### config.mk
export PLATFORM = sky130hd
export DESIGN_NAME = instr_fetch_unit
export DESIGN_NICKNAME = d
export VERILOG_FILES = /design/src/rtl/instr_fetch_unit.sv
export SDC_FILE = /design/constraint.sdc
export NUM_CORES = 1
export LEC_CHECK = 0
export BUFFER_PORTS_ARGS = -buffer_cell sky130_fd_sc_hd__buf_2
export CAP_MARGIN = 0
export CORE_ASPECT_RATIO = 0.7
export CORE_MARGIN = 5
export CORE_UTILIZATION = 25
export DETAILED_ROUTE_END_ITERATION = 12
export MAX_ROUTING_LAYER = met4
export PLACE_DENSITY = 0.49
export SYNTH_ARGS = -nofsm -noshare
export SYNTH_HDL_FRONTEND = slang
export SYNTH_SLANG_ARGS = --single-unit
### constraint.sdc
create_clock -name clk_i -period 3.5 [get_ports clk_i]
set_input_delay 0.175 -clock clk_i [delete_from_list [all_inputs] [get_ports clk_i]]
set_output_delay 0.175 -clock clk_i [all_outputs]
set_load 0.1 [all_outputs]
### src/rtl/instr_fetch_unit.sv
// Instruction fetch stage: owns the fetch PC, issues one request at a time to
// instruction memory, and queues returned words with their PCs for decode.
module instr_fetch_unit #(
  parameter int          DEPTH    = 4,
  parameter logic [31:0] RESET_PC = 32'h0000_0000
) (
  input  logic        clk_i,
  input  logic        rst_i,
  input  logic        start_i,
  output logic        imem_req_o,
  output logic [31:0] imem_addr_o,
  input  logic        imem_gnt_i,
  input  logic        imem_rvalid_i,
  input  logic [31:0] imem_rdata_i,
  input  logic        redirect_i,
  input  logic [31:0] redirect_pc_i,
  output logic        instr_valid_o,
  output logic [31:0] instr_o,
  output logic [31:0] instr_pc_o,
  input  logic        instr_ready_i
);

  localparam int AW = $clog2(DEPTH);

  typedef logic [AW:0]   cnt_t;
  typedef logic [AW-1:0] ptr_t;
  typedef enum logic [1:0] {S_IDLE, S_REQ, S_WAIT, S_DRAIN} state_t;

  state_t      r_state, w_state_nxt;
  logic [31:0] r_fetch_pc;
  logic [31:0] r_req_pc;
  cnt_t        r_cnt;
  ptr_t        r_rd_ptr, r_wr_ptr;
  logic        r_resv;
  logic [31:0] r_mem_instr [DEPTH];
  logic [31:0] r_mem_pc    [DEPTH];

  logic        w_valid, w_space, w_go, w_grant, w_rsp, w_push, w_pop;
  logic [31:0] w_redir_pc;
  logic        w_unused;

  assign w_unused   = &{1'b0, redirect_pc_i[1:0]};
  assign w_redir_pc = {redirect_pc_i[31:2], 2'b00};
  assign w_valid    = (r_cnt != '0);
  // The reserved slot guarantees a returning response always has room.
  assign w_space    = (r_cnt + cnt_t'(r_resv)) < cnt_t'(DEPTH);
  assign w_go       = start_i && w_space;
  assign w_grant    = (r_state == S_REQ) && imem_gnt_i;
  assign w_rsp      = ((r_state == S_WAIT) || (r_state == S_DRAIN)) && imem_rvalid_i;
  assign w_push     = (r_state == S_WAIT) && imem_rvalid_i && !redirect_i;
  assign w_pop      = w_valid && instr_ready_i && !redirect_i;

  always_comb begin
    w_state_nxt = r_state;
    case (r_state)
      S_IDLE:  if (w_go) w_state_nxt = S_REQ;
      S_REQ:   if (imem_gnt_i) w_state_nxt = S_WAIT;
      S_WAIT,
      S_DRAIN: if (imem_rvalid_i) w_state_nxt = w_go ? S_REQ : S_IDLE;
      default: w_state_nxt = S_IDLE;
    endcase
    if (redirect_i) begin
      case (r_state)
        S_REQ:   w_state_nxt = imem_gnt_i ? S_DRAIN : S_REQ;
        // A response landing on the redirect edge retires the only
        // outstanding request, so there is nothing left to drain.
        S_WAIT,
        S_DRAIN: w_state_nxt = imem_rvalid_i ? S_REQ : S_DRAIN;
        default: w_state_nxt = S_REQ;
      endcase
    end
  end

  always_ff @(posedge clk_i) begin
    if (rst_i) begin
      r_state    <= S_IDLE;
      r_fetch_pc <= RESET_PC;
      r_req_pc   <= RESET_PC;
      r_cnt      <= '0;
      r_rd_ptr   <= '0;
      r_wr_ptr   <= '0;
      r_resv     <= 1'b0;
    end else begin
      r_state <= w_state_nxt;
      if (redirect_i)   r_fetch_pc <= w_redir_pc;
      else if (w_grant) r_fetch_pc <= r_fetch_pc + 32'd4;
      if (w_grant) r_req_pc <= r_fetch_pc;
      if (w_grant)    r_resv <= 1'b1;
      else if (w_rsp) r_resv <= 1'b0;
      if (redirect_i) begin
        r_cnt    <= '0;
        r_rd_ptr <= '0;
        r_wr_ptr <= '0;
      end else begin
        if (w_push) r_wr_ptr <= r_wr_ptr + ptr_t'(1);
        if (w_pop)  r_rd_ptr <= r_rd_ptr + ptr_t'(1);
        case ({w_push, w_pop})
          2'b10:   r_cnt <= r_cnt + cnt_t'(1);
          2'b01:   r_cnt <= r_cnt - cnt_t'(1);
          default: r_cnt <= r_cnt;
        endcase
      end
    end
  end

  always_ff @(posedge clk_i) begin
    if (w_push) begin
      r_mem_instr[r_wr_ptr] <= imem_rdata_i;
      r_mem_pc[r_wr_ptr]    <= r_req_pc;
    end
  end

  assign imem_req_o    = (r_state == S_REQ);
  assign imem_addr_o   = r_fetch_pc;
  assign instr_valid_o = w_valid;
  assign instr_o       = w_valid ? r_mem_instr[r_rd_ptr] : 32'h0;
  assign instr_pc_o    = w_valid ? r_mem_pc[r_rd_ptr]    : 32'h0;

endmodule
After elaboration in Yosys (flattened, before gate mapping). Memories as Yosys holds them, arrays and structs flattened. A register that Yosys moved wholly into a read port is not among the register bits. Cells that the tools add are included.

Bits in registers: 74. Bits in latches: 0. Memory bits (writable): 256. Bits in read-only memories: 0. Input port bits: 71. Output and inout bits: 98. Logic and storage cells: 64. Memories kept: 2.

Add/sub/neg operators: 6. Multipliers: 0. Div/mod/pow operators: 0. $lt $le $gt $ge: 1. Eq/ne operators: 8. Shifts and indexed selects: 0. Multiplexer cells: 22. Bitwise gates (word level): 0. Reduce and logical (&&, ||, !) cells: 17.

Memory list: r_mem_instr (words 4, bits a word 32, rd ports 1, clocked after memory_dff 1, write ports 1, line 35) `logic [31:0] r_mem_instr [DEPTH];`; r_mem_pc (words 4, bits a word 32, rd ports 1, clocked after memory_dff 1, write ports 1, line 36) `logic [31:0] r_mem_pc [DEPTH];`.

Operators with widths (number): $mux 32 (4); $add 32x3->32 const B (1); $mux 2 (10); $logic_and 1x1->1 (7); $eq 2x2->1 const B (3); $ne 3x3->1 const B (2); $pmux 2 s3 (1); $pmux 3 s2 (1); $reduce_bool 2->1 (3); $mux 1 (5); $add 2x1->2 const B (2); $eq 2x1->1 const B (2); $pmux 2 s2 (1); $reduce_or 2->1 (2); $add 3x1->3 (1); $add 3x1->3 const B (1); $lt 3x3->1 const B (1); $ne 3x1->1 const B (1); $reduce_and 3->1 (1); $reduce_bool 3->1 (1); $sub 3x1->3 const B (1); $logic_not 2->1 (1); $logic_not 1->1 (1); $logic_or 1x1->1 (1).

Depth between registers and ports, before layout. Gate-level depths: netlist of run 1.

Depth after elaboration: 7. Depth in mapped cells: 9. Gate-level depth less buffers: 9.

Least setup slack after synthesis of run 1. No wires, ideal clock.

Path type: reg-to-reg. Start point: register r_state[1]. End point: memory r_mem_instr[1][0] (enable). Setup time: 0.426 ns. Arrival time: 2.440 ns. Required time: 3.074 ns. Setup slack: 0.634 ns. Stages on the path, launching flop included: 4. Buffers on the path: 0. Period minus slack after synthesis: 2.866 ns. Cell sequence: dfxtp_1 -> nand2_1 -> nor3_1 -> and2_1.

Cells in the longest elaborated chain, start to end: 5.

RTL lines: start: declaration (line 29) `state_t r_state, w_state_nxt;`; start signal: assignment (line 84) `r_state <= w_state_nxt;`; $eq 2x2->1 (line 50) `assign w_push = (r_state == S_WAIT) && imem_rvalid_i && !redirect_i;`; $logic_and 1x1->1 (2 in a row) (line 50); $mux 1 (line 107) `if (w_push) begin`; $mux 1 (implied by the code) (line 108) `r_mem_instr[r_wr_ptr] <= imem_rdata_i;`; end: declaration (line 35).

Every way passes these cells.

Worst setup path in the final report of run 1.
Start point: register r_cnt[1]. End point: output instr_pc_o[22].

Cells in the longest elaborated chain, start to end: 2.

RTL lines: start: declaration (line 32) `cnt_t r_cnt;`; start signal: assignment (line 98) `2'b10: r_cnt <= r_cnt + cnt_t'(1);`; start signal: assignment (line 99) `2'b01: r_cnt <= r_cnt - cnt_t'(1);`; start signal: assignment (line 100) `default: r_cnt <= r_cnt;`; $reduce_bool 3->1 (line 44) `assign w_valid = (r_cnt != '0);`; $mux 32 (line 117) `assign instr_pc_o = w_valid ? r_mem_pc[r_rd_ptr] : 32'h0;`; end: declaration (line 19) `output logic [31:0] instr_pc_o,`.

Every way passes these cells.

==> results.yml, run 1 <==
drt:
  vias: 7724
  ant_nets: 0
  drt-total-wl_um: 33300
  drt-initial-drc-count: 509
  wl_per_cell_um: 19.0
  via_per_inst: 4.41
  firstDrtPassIters: 5
  drc: 0
worst_setup_path:
  startpoint: "r_cnt[1]"
  worst_ep_required_time_ns: 3.32
  cp-start-kind: "flop"
  r2r_end: "imem_addr_o[23]"
  ff2ff_setup_slack_ns: 1.08
  worst_setup_path_end_kind: "output port"
  arrival_ns: 2.44
  r2r-start: "r_state[0]"
  r2r_cells: 4
  crit_fanout: 64
  critPathKind: "flop to output port"
  crit_end: "instr_pc_o[22]"
synthesis:
  syn_area_sq_mm: 0.0128
  avgSynthCellArea_sq_um: 15.5
  ys_seq_elements: 320
  ys_types: 54
  ys.flop_type: "edfxtp_1"
  syn_inst: 826
  synth-warning-count: 0
  synth_edf_count: 248
  ys_seq_area_share_pct: 69.5
  postSynth.asyncResetShare_pct: 0
sta:
  rsz0062_at_grt: "false"
  setup_viol_count_final: 0
  max_slew.worst_pin.slew_ns: 0.897
  maxSlewHeadroom_pct: 39.6
  post-route-min-period_ns: 2.61
  hold_violations: 0
  drv_slew: 0
  skew_ns: 0.0152
  max_freq_mhz: 383
  finalCritPeriodShare_pct: 74.6
  timing.setup.tns_ns: 0
pwr:
  netSwitchingFraction_pct: 23.0
  cellInternalPower_w: 0.00650
  combPwrFrac_pct: 6.0
  irDropWorstVdd_mv: 0.324
  pwr-share-seq_pct: 49.6
  pwr_density_cell_mw_per_mm2: 522
  p_switching_w: 0.00194
  p_leak_nw: 5.55
  power.share.clock_pct: 44.4
floorplanning:
  rows: 69
  core_sq_mm: 0.0507
  die-area_sq_mm: 0.0559
  die-width_um: 280
  initial_core_util_pct: 25.2
  fp.dieH_um: 199
  io_pins: 169
global_routing:
  track_usage_pct: 12.1
  grt_pass1_vias: 7868
  grt_first_pass_wirelength_um: 50300
  grt_antenna_before_repair: 0
  grt_max_degree: 65
  grt_overflow: 0
clock_network:
  clock-sinks: 320
  cts_tree: "done"
  clk_pin_slew_ns: 0.06
  htree_levels: 2
  cts.repair.resized: 0
  clk_latency_ns: 0.51
  cts_root_buf: "clkbuf_16"
  numCtsBuffers: 35
  clockBufferDepth: 3
placement:
  gp_congestion: 0.777
  dp_hpwl_um: 21100
  dpl.cell_count: 1633
  portBuffers: 162
worst_hold_path:
  min_path_type: "input pin to flop"
layout:
  area.growth.synth_to_final_pct: 26.3
  drive_gt1_share_pct: 29.4
  insertedDiodeCount: 0
  fillers: 4998
  final_cells: 1752
  nets: 1131
  final_core_util_pct: 31.9
run:
  maxCapViolations: 0
status:
  outcome: "finished clean"
## timing repair
| item | CTS | global route |
|---|---|---|
| setup buffers | 0 | 0 |
| hold buffers | 57 | 0 |
| hold endpoints to repair | 153 | 0 |
## cell families (layout without fill, tap and decap cells)
group	count (synthesis)	after routing	synth area share, %
other	1	4	0.0293
muxes	63	63	11.0
and+or+nand+nor	263	263	11.0
DFF	320	320	69.5
buffers and inverters	67	316	2.22
xor gates and xnor gates	15	15	1.03
adders and majority gates	7	7	0.743
AOI/OAI and AO/OA	90	90	4.52
## worst max-delay path: stages (launching register included)
cell	delay, ns
dfxtp_1	0.40
or3_2	0.15
buf_4	0.55
and2_1	0.34
buf_2	0.47
## routing by layer
metal / global-route usage [%] / share of wire, % / wire length (um)
met5: - / 0 / 0
met4: 2.27 / 1.5 / 485
met3: 3.25 / 6.1 / 2020
met2: 17.2 / 43 / 14300
met1: 17.5 / 49 / 16500
## cell usage after synthesis, types with 2 or more instances
library cell / number / area, sq um
mux4_2: 62 / 1400
buf_4: 5 / 37.5
a31oi_1: 2 / 12.5
nor4_1: 7 / 43.8
or3_2: 3 / 22.5
or2_2: 3 / 18.8
o21ai_0: 9 / 45.0
and3_1: 4 / 25.0
nor3_1: 8 / 40.0
a311oi_1: 8 / 70.1
o31ai_1: 4 / 30.0
xnor2_1: 10 / 87.6
dfxtp_1: 72 / 1440
and2_1: 68 / 425
buf_2: 7 / 35.0
a32oi_1: 2 / 17.5
a211oi_1: 13 / 97.6
and3b_1: 2 / 17.5
nand2_1: 77 / 289
edfxtp_1: 248 / 7450
o21a_1: 2 / 15.0
nor4b_1: 3 / 26.3
nand4_1: 9 / 56.3
xor2_1: 5 / 43.8
nor2_1: 39 / 146
buf_1: 7 / 26.3
inv_1: 14 / 52.6
ha_1: 6 / 75.1
or4_1: 5 / 37.5
nand3_1: 15 / 75.1
clkbuf_1: 32 / 120
and4_1: 8 / 70.1
or3_1: 4 / 25.0
a2111oi_0: 5 / 43.8
a21oi_1: 39 / 195
## worst min path at each step
| stage | start | endpoint | cells after the start |
|---|---|---|---|
| floorplan | imem_rdata_i[0] | r_mem_instr[0][0] | 0 |
| global placement | imem_rdata_i[0] | r_mem_instr[2][0] | 1 |
| detailed placement | imem_rdata_i[6] | r_mem_instr[0][6] | 1 |
| CTS | imem_rvalid_i | r_state[1] | 3 |
| global route | redirect_pc_i[21] | imem_addr_o[21] | 3 |
| finish | imem_rvalid_i | r_state[1] | 3 |
## cells in the final DEF, fill, tap and decap left out, drive strengths merged, types with 18 or more instances in the layout
master	Yosys	final
edfxtp	248	248
nor2	39	39
dfxtp	72	72
and2	68	68
mux4	62	62
buf	19	182
dlygate4sd3	0	57
clkbuf	32	41
nand2	77	77
a21oi	39	39
inv	15	18
## final cells by class
| cell class | count | area, sq um | area share (%) |
|---|---|---|---|
| sequential | 320 | 8900 | 55.0 |
| multi-input combinational | 442 | 3650 | 22.6 |
| timing repair buffer | 239 | 1570 | 9.71 |
| clock buffer | 41 | 908 | 5.62 |
| tap | 674 | 843 | 5.22 |
| clock inverter | 21 | 248 | 1.53 |
| inverter | 15 | 56.3 | 0.348 |
## per-stage QoR
stage	setup slack, ns	cell area [sq um]	total power (W)	hold slack [ns]
global placement	1.11	14400	0.00472	0.392
global route	0.671	16200	0.00880	0.0202
finish	0.888	16200	0.00844	0.0310
detailed placement	1.08	14400	0.00473	0.394
CTS	0.804	16200	0.00858	0.000457
floorplan	0.634	12800	0.00458	0.274
## sequential cells by signal, summed over array words and instances, names as in the netlist, named ones only
signal and cells:
r_state 2, r_mem_instr 128, r_rd_ptr 2, r_mem_pc 120
r_resv 1, r_req_pc 30, r_cnt 3, imem_addr_o 30
r_wr_ptr 2
## power groups by stage
stage               Sequential (W)  Clock, W  Combinational (W)
floorplan                  0.00442         0           0.000161
global placement           0.00427         0           0.000455
detailed placement         0.00427         0           0.000457
CTS                        0.00419   0.00388           0.000510
global route               0.00419   0.00407           0.000537
finish                     0.00419   0.00374           0.000505
Power figures use the tool's default switching activity.
==> inputs of run 2 (changes only) <==
==> constraint.sdc (replaced) <==
create_clock -name clk_i -period 2.64 [get_ports clk_i]
set_input_delay 0.132 -clock clk_i [delete_from_list [all_inputs] [get_ports clk_i]]
set_output_delay 0.132 -clock clk_i [all_outputs]
set_load 0.1 [all_outputs]
==> results.yml, run 2 (synthesis gave the netlist of run 1 again) <==
status:
  outcome: "finished clean"
layout:
  drive_gt1_share_pct: 30.4
  fillers: 4986
  final_core_util_pct: 32.2
  reg.largest.list: "r_mem_instr (128), r_mem_pc (120)"
  mostFrequentLayoutCells: "edfxtp_1 (248), buf_2 (162), nand2_1 (77)"
  insertedDiodeCount: 0
  largest_reg_flops: 128
  area.growth.synth_to_final_pct: 27.6
  nets: 1145
  layout_commonest_cell: "edfxtp_1"
  regMostFlops: "r_mem_instr"
worst_setup_path:
  ff2ff_setup_slack_ns: 0.45
  crit_fanout: 27
  path_delay_family: "flip-flops"
  worst_setup_path_end_kind: "output port"
  r2r_cells: 4
  cp_slowest_cell: "dfxtp_4"
  cp_cell_sequence: "buf_4 > mux4_2 > and2_1 > buf_2"
  arrival_ns: 2.34
  critPathBufInv: 2
  critPathKind: "flop to output port"
  r2r-start: "imem_addr_o[12]"
  cp-start-kind: "flop"
  worst_ep_required_time_ns: 2.51
  slowest_delay_ns: 0.65
  r2r_end: "imem_addr_o[23]"
global_routing:
  track_usage_pct: 12.0
  grt_max_degree: 46
  grt_antenna_before_repair: 0
  grt_overflow: 0
  grt_first_pass_wirelength_um: 49900
  grt_pass1_vias: 7990
placement:
  portBuffers: 162
  dp_hpwl_um: 21500
  gp_congestion: 0.812
pwr:
  pwr_density_cell_mw_per_mm2: 672
  irDropWorstVdd_mv: 0.331
  p_leak_nw: 5.61
  p_total_w: 0.0110
floorplanning:
  die-area_sq_mm: 0.0559
  fp.dieH_um: 199
  die-width_um: 280
  io_pins: 169
  initial_core_util_pct: 25.2
  rows: 69
  core_sq_mm: 0.0507
drt:
  firstDrtPassIters: 5
  wl_per_cell_um: 18.9
  ant_nets: 0
  vias: 7825
  drt-total-wl_um: 33300
  drt-initial-drc-count: 531
  drc: 0
  via_per_inst: 4.43
sta:
  rsz0062_at_grt: "false"
  holdWs_ns: 0.0745
  drv_slew: 0
  timing.setup.tns_ns: 0
  skew_ns: 0.0165
  max_slew.worst_pin.slew_ns: 0.653
  setup_viol_count_final: 0
  maxSlewHeadroom_pct: 56.4
  hold_violations: 0
  max_freq_mhz: 405
  finalCritPeriodShare_pct: 93.6
  post-route-min-period_ns: 2.47
clock_network:
  cts_root_buf: "clkbuf_16"
  clk_latency_ns: 0.53
  clockBufferDepth: 3
  numCtsBuffers: 35
  clock-sinks: 320
  htree_levels: 2
  cts_tree: "done"
  clk_pin_slew_ns: 0.06
run:
  maxCapViolations: 0
worst_hold_path:
  hold_path_depth: 4
  hold_path_startpoint: "instr_ready_i"
  min_path_type: "input pin to flop"
## run 2: cell count changes in the layout (fill, tap and decap cells not counted), sizes merged
cell | before | now
buf | 182 | 190
bufinv | 5 | 2
clkbuf | 41 | 46
clkinvlp | 2 | 3
inv | 18 | 17
clkinv | 11 | 10
dlygate4sd3 | 57 | 62
## run 2: final cells by class
cell class                 instances  area, sq um  area share (%)
sequential                       320         8910            54.6
clock buffer                      45          933            5.72
tap                              674          843            5.16
timing repair buffer             253         1770            10.9
clock inverter                    17          169            1.03
inverter                          15         56.3           0.345
multi-input combinational        442         3650            22.3
## run 2: tightest hold or removal path, delay by kind of cell
kind / cells / cell delay, ns
AND/OR/NAND/NOR: 2 / 0.23
XOR/XNOR: 1 / 0.11
buffers and inverters: 1 / 0.09
## run 2: power by group
part / leakage (nW) / total [W] / internal [W] / switching [W]
Sequential: 2.83 / 0.00556 / 0.00546 / 0.0000963
Clock: 0.531 / 0.00473 / 0.00273 / 0.00200
Combinational: 2.25 / 0.000687 / 0.000195 / 0.000492
Total: 5.61 / 0.0110 / 0.00838 / 0.00259
## run 2: routing by layer
layer | wire (um) | global-route usage (%) | vias to the layer above
li1 | - | - | 3660
met3 | 2440 | 3.52 | 44
met5 | 0 | - | -
met4 | 512 | 2.25 | 0
met1 | 16400 | 17.3 | 3890
met2 | 13900 | 17.0 | 231
## run 2: worst max-delay path by stage
stage	start	endpoint	slack (ns)	depth (start not counted)
6_report	flop	instr_pc_o[8]	0.17	4
5_1_grt	flop	instr_pc_o[8]	0.02	4
4_1_cts	flop	instr_pc_o[2]	0.009	4
3_5_place_dp	imem_addr_o[12]	imem_addr_o[23]	0.46	4
3_3_place_gp	imem_addr_o[2]	imem_addr_o[22]	0.46	5
2_1_floorplan	imem_addr_o[12]	imem_addr_o[23]	0.009	5
## run 2: timing repair
action / CTS / global route
resized for setup: 0 / 1
hold buffers: 62 / 0
setup endpoints to repair: 0 / 36
buffers inserted: 0 / 1
endpoints found under the hold margin: 159 / 0
## run 2: metrics by stage
stage | setup slack (ns) | instances | cell area (sq um)
floorplan | 0.00942 | 829 | 12800
global placement | 0.460 | 1640 | 14600
detailed placement | 0.462 | 1640 | 14600
CTS | 0.00902 | 1764 | 16300
global route | 0.0236 | 1766 | 16300
finish | 0.169 | 1766 | 16300
==> inputs of run 3 (changes only) <==
--- a/config.mk
+++ b/config.mk
@@ -8,7 +8,6 @@
 export BUFFER_PORTS_ARGS = -buffer_cell sky130_fd_sc_hd__buf_2
 export CAP_MARGIN = 0
 export CORE_ASPECT_RATIO = 0.7
-export CORE_MARGIN = 5
 export CORE_UTILIZATION = 25
 export DETAILED_ROUTE_END_ITERATION = 12
 export MAX_ROUTING_LAYER = met4
==> results.yml, run 3 (synthesis gave the netlist of run 1 again) <==
pwr:
  p_total_w: 0.0112
  p_leak_nw: 5.61
  p_switching_w: 0.00262
  pwr_density_cell_mw_per_mm2: 688
  pwr-share-seq_pct: 49.4
  power.share.clock_pct: 44.4
  combPwrFrac_pct: 6.2
  irDropWorstVdd_mv: 0.425
  cellInternalPower_w: 0.00862
  netSwitchingFraction_pct: 23.3
layout:
  largest_reg_flops: 128
  area.growth.synth_to_final_pct: 27.7
  reg.largest.list: "r_mem_instr (128), r_mem_pc (120)"
  drive_gt1_share_pct: 30.0
  fin_area_sq_mm: 0.0163
  layout_commonest_cell: "edfxtp_1"
  insertedDiodeCount: 0
  mostFrequentLayoutCells: "edfxtp_1 (248), buf_2 (162), nand2_1 (77)"
  regMostFlops: "r_mem_instr"
  final_core_util_pct: 32.7
  fillers: 4952
  nets: 1142
sta:
  finalCritPeriodShare_pct: 95.8
  setup_viol_count_final: 0
  max_freq_mhz: 395
  maxSlewHeadroom_pct: 58.2
  rsz0062_at_grt: "false"
  hold_violations: 0
  skew_ns: 0.0267
  timing.setup.tns_ns: 0
  setup_ws_ns: 0.111
  drv_slew: 0
  max_slew.worst_pin.slew_ns: 0.621
  post-route-min-period_ns: 2.53
global_routing:
  grt_first_pass_wirelength_um: 50100
  grt_overflow: 0
  grt_max_degree: 63
  grt_pass1_vias: 7953
  track_usage_pct: 13.2
  grt_antenna_before_repair: 0
worst_setup_path:
  critPathKind: "flop to output port"
  cp-start-kind: "flop"
  arrival_ns: 2.40
  crit_fanout: 27
  worst_setup_path_end_kind: "output port"
  worst_ep_required_time_ns: 2.51
clock_network:
  clock-sinks: 320
  postCtsSetupBuffers: 0
  numCtsBuffers: 36
  clk_pin_slew_ns: 0.06
  htree_levels: 2
  clk_latency_ns: 0.54
  clockBufferDepth: 3
  cts_root_buf: "clkbuf_16"
  cts_tree: "done"
floorplanning:
  rows: 68
  initial_core_util_pct: 25.6
  die-area_sq_mm: 0.0521
  io_pins: 169
  core_sq_mm: 0.0499
  die-width_um: 272
  fp.dieH_um: 191
drt:
  drc: 0
  wl_met3_um: 1800
  top_layer: "met4"
  vias: 7839
  drt-total-wl_um: 33300
  ant_nets: 0
  firstDrtPassIters: 4
  wl_met1_um: 16000
  wl_per_cell_um: 19.0
  via_per_inst: 4.46
  dr_wl_met2_um: 14900
  drt-initial-drc-count: 561
placement:
  portBuffers: 162
  post_dp_cell_area_sq_mm: 0.0145
  dp_hpwl_um: 20800
  gp_congestion: 0.772
  place_ws_ns: 0.360
run:
  maxCapViolations: 0
worst_hold_path:
  min_path_type: "input pin to flop"
status:
  outcome: "finished clean"
[run 3: final timing paths]
kind                      from               to  slack, ns  cells past startpoint
hold / removal           rst_i  imem_addr_o[13]       0.03                      2
setup / recovery          flop   instr_pc_o[25]       0.11                      4
hold reg to reg   r_req_pc[28]  r_mem_pc[1][28]       0.49                      0
setup reg to reg      r_cnt[0]         r_cnt[2]       0.35                      8
[run 3: layout make-up]
type / instances / area, sq um / share of cell area (%)
Sequential cell: 320 / 8910 / 54.5
Multi-Input combinational cell: 442 / 3650 / 22.3
Timing Repair Buffer: 249 / 1730 / 10.6
Clock buffer: 50 / 1000 / 6.15
Tap cell: 665 / 832 / 5.09
Clock inverter: 15 / 164 / 1.00
Inverter: 15 / 56.3 / 0.345
[run 3: worst max-delay path, cell delays in order, from the launching register on]
cell     delay, ns
dfxtp_4       0.50
buf_16        0.27
mux4_2        0.58
and2_1        0.19
buf_2         0.29
[run 3: power groups by stage]
stage               Combinational [W]  Sequential, W  Clock (W)
CTS                          0.000703        0.00555    0.00516
global route                 0.000737        0.00556    0.00536
floorplan                    0.000213        0.00586          0
global placement             0.000627        0.00565          0
finish                       0.000697        0.00555    0.00499
detailed placement           0.000629        0.00566          0
[run 3: per-layer routing]
layer / GRT usage, % / vias to the layer above
met3: 2.73 / 51
met1: 18.0 / 3959
met2: 19.9 / 185
li1: - / 3644
met4: 3.31 / 0
met5: - / -
[run 3: metrics by stage]
step	std cells	hold slack [ns]
after global routing	1756	0.0475
after floorplan	829	0.231
after detailed placement	1629	0.351
after CTS	1756	0.0137
final	1756	0.0323
after global placement	1629	0.348
[run 3: repair_timing]
item	in CTS	in global routing
gates resized for setup	0	1
setup endpoints to repair	0	4
hold buffers	62	0
hold endpoints to repair	159	0
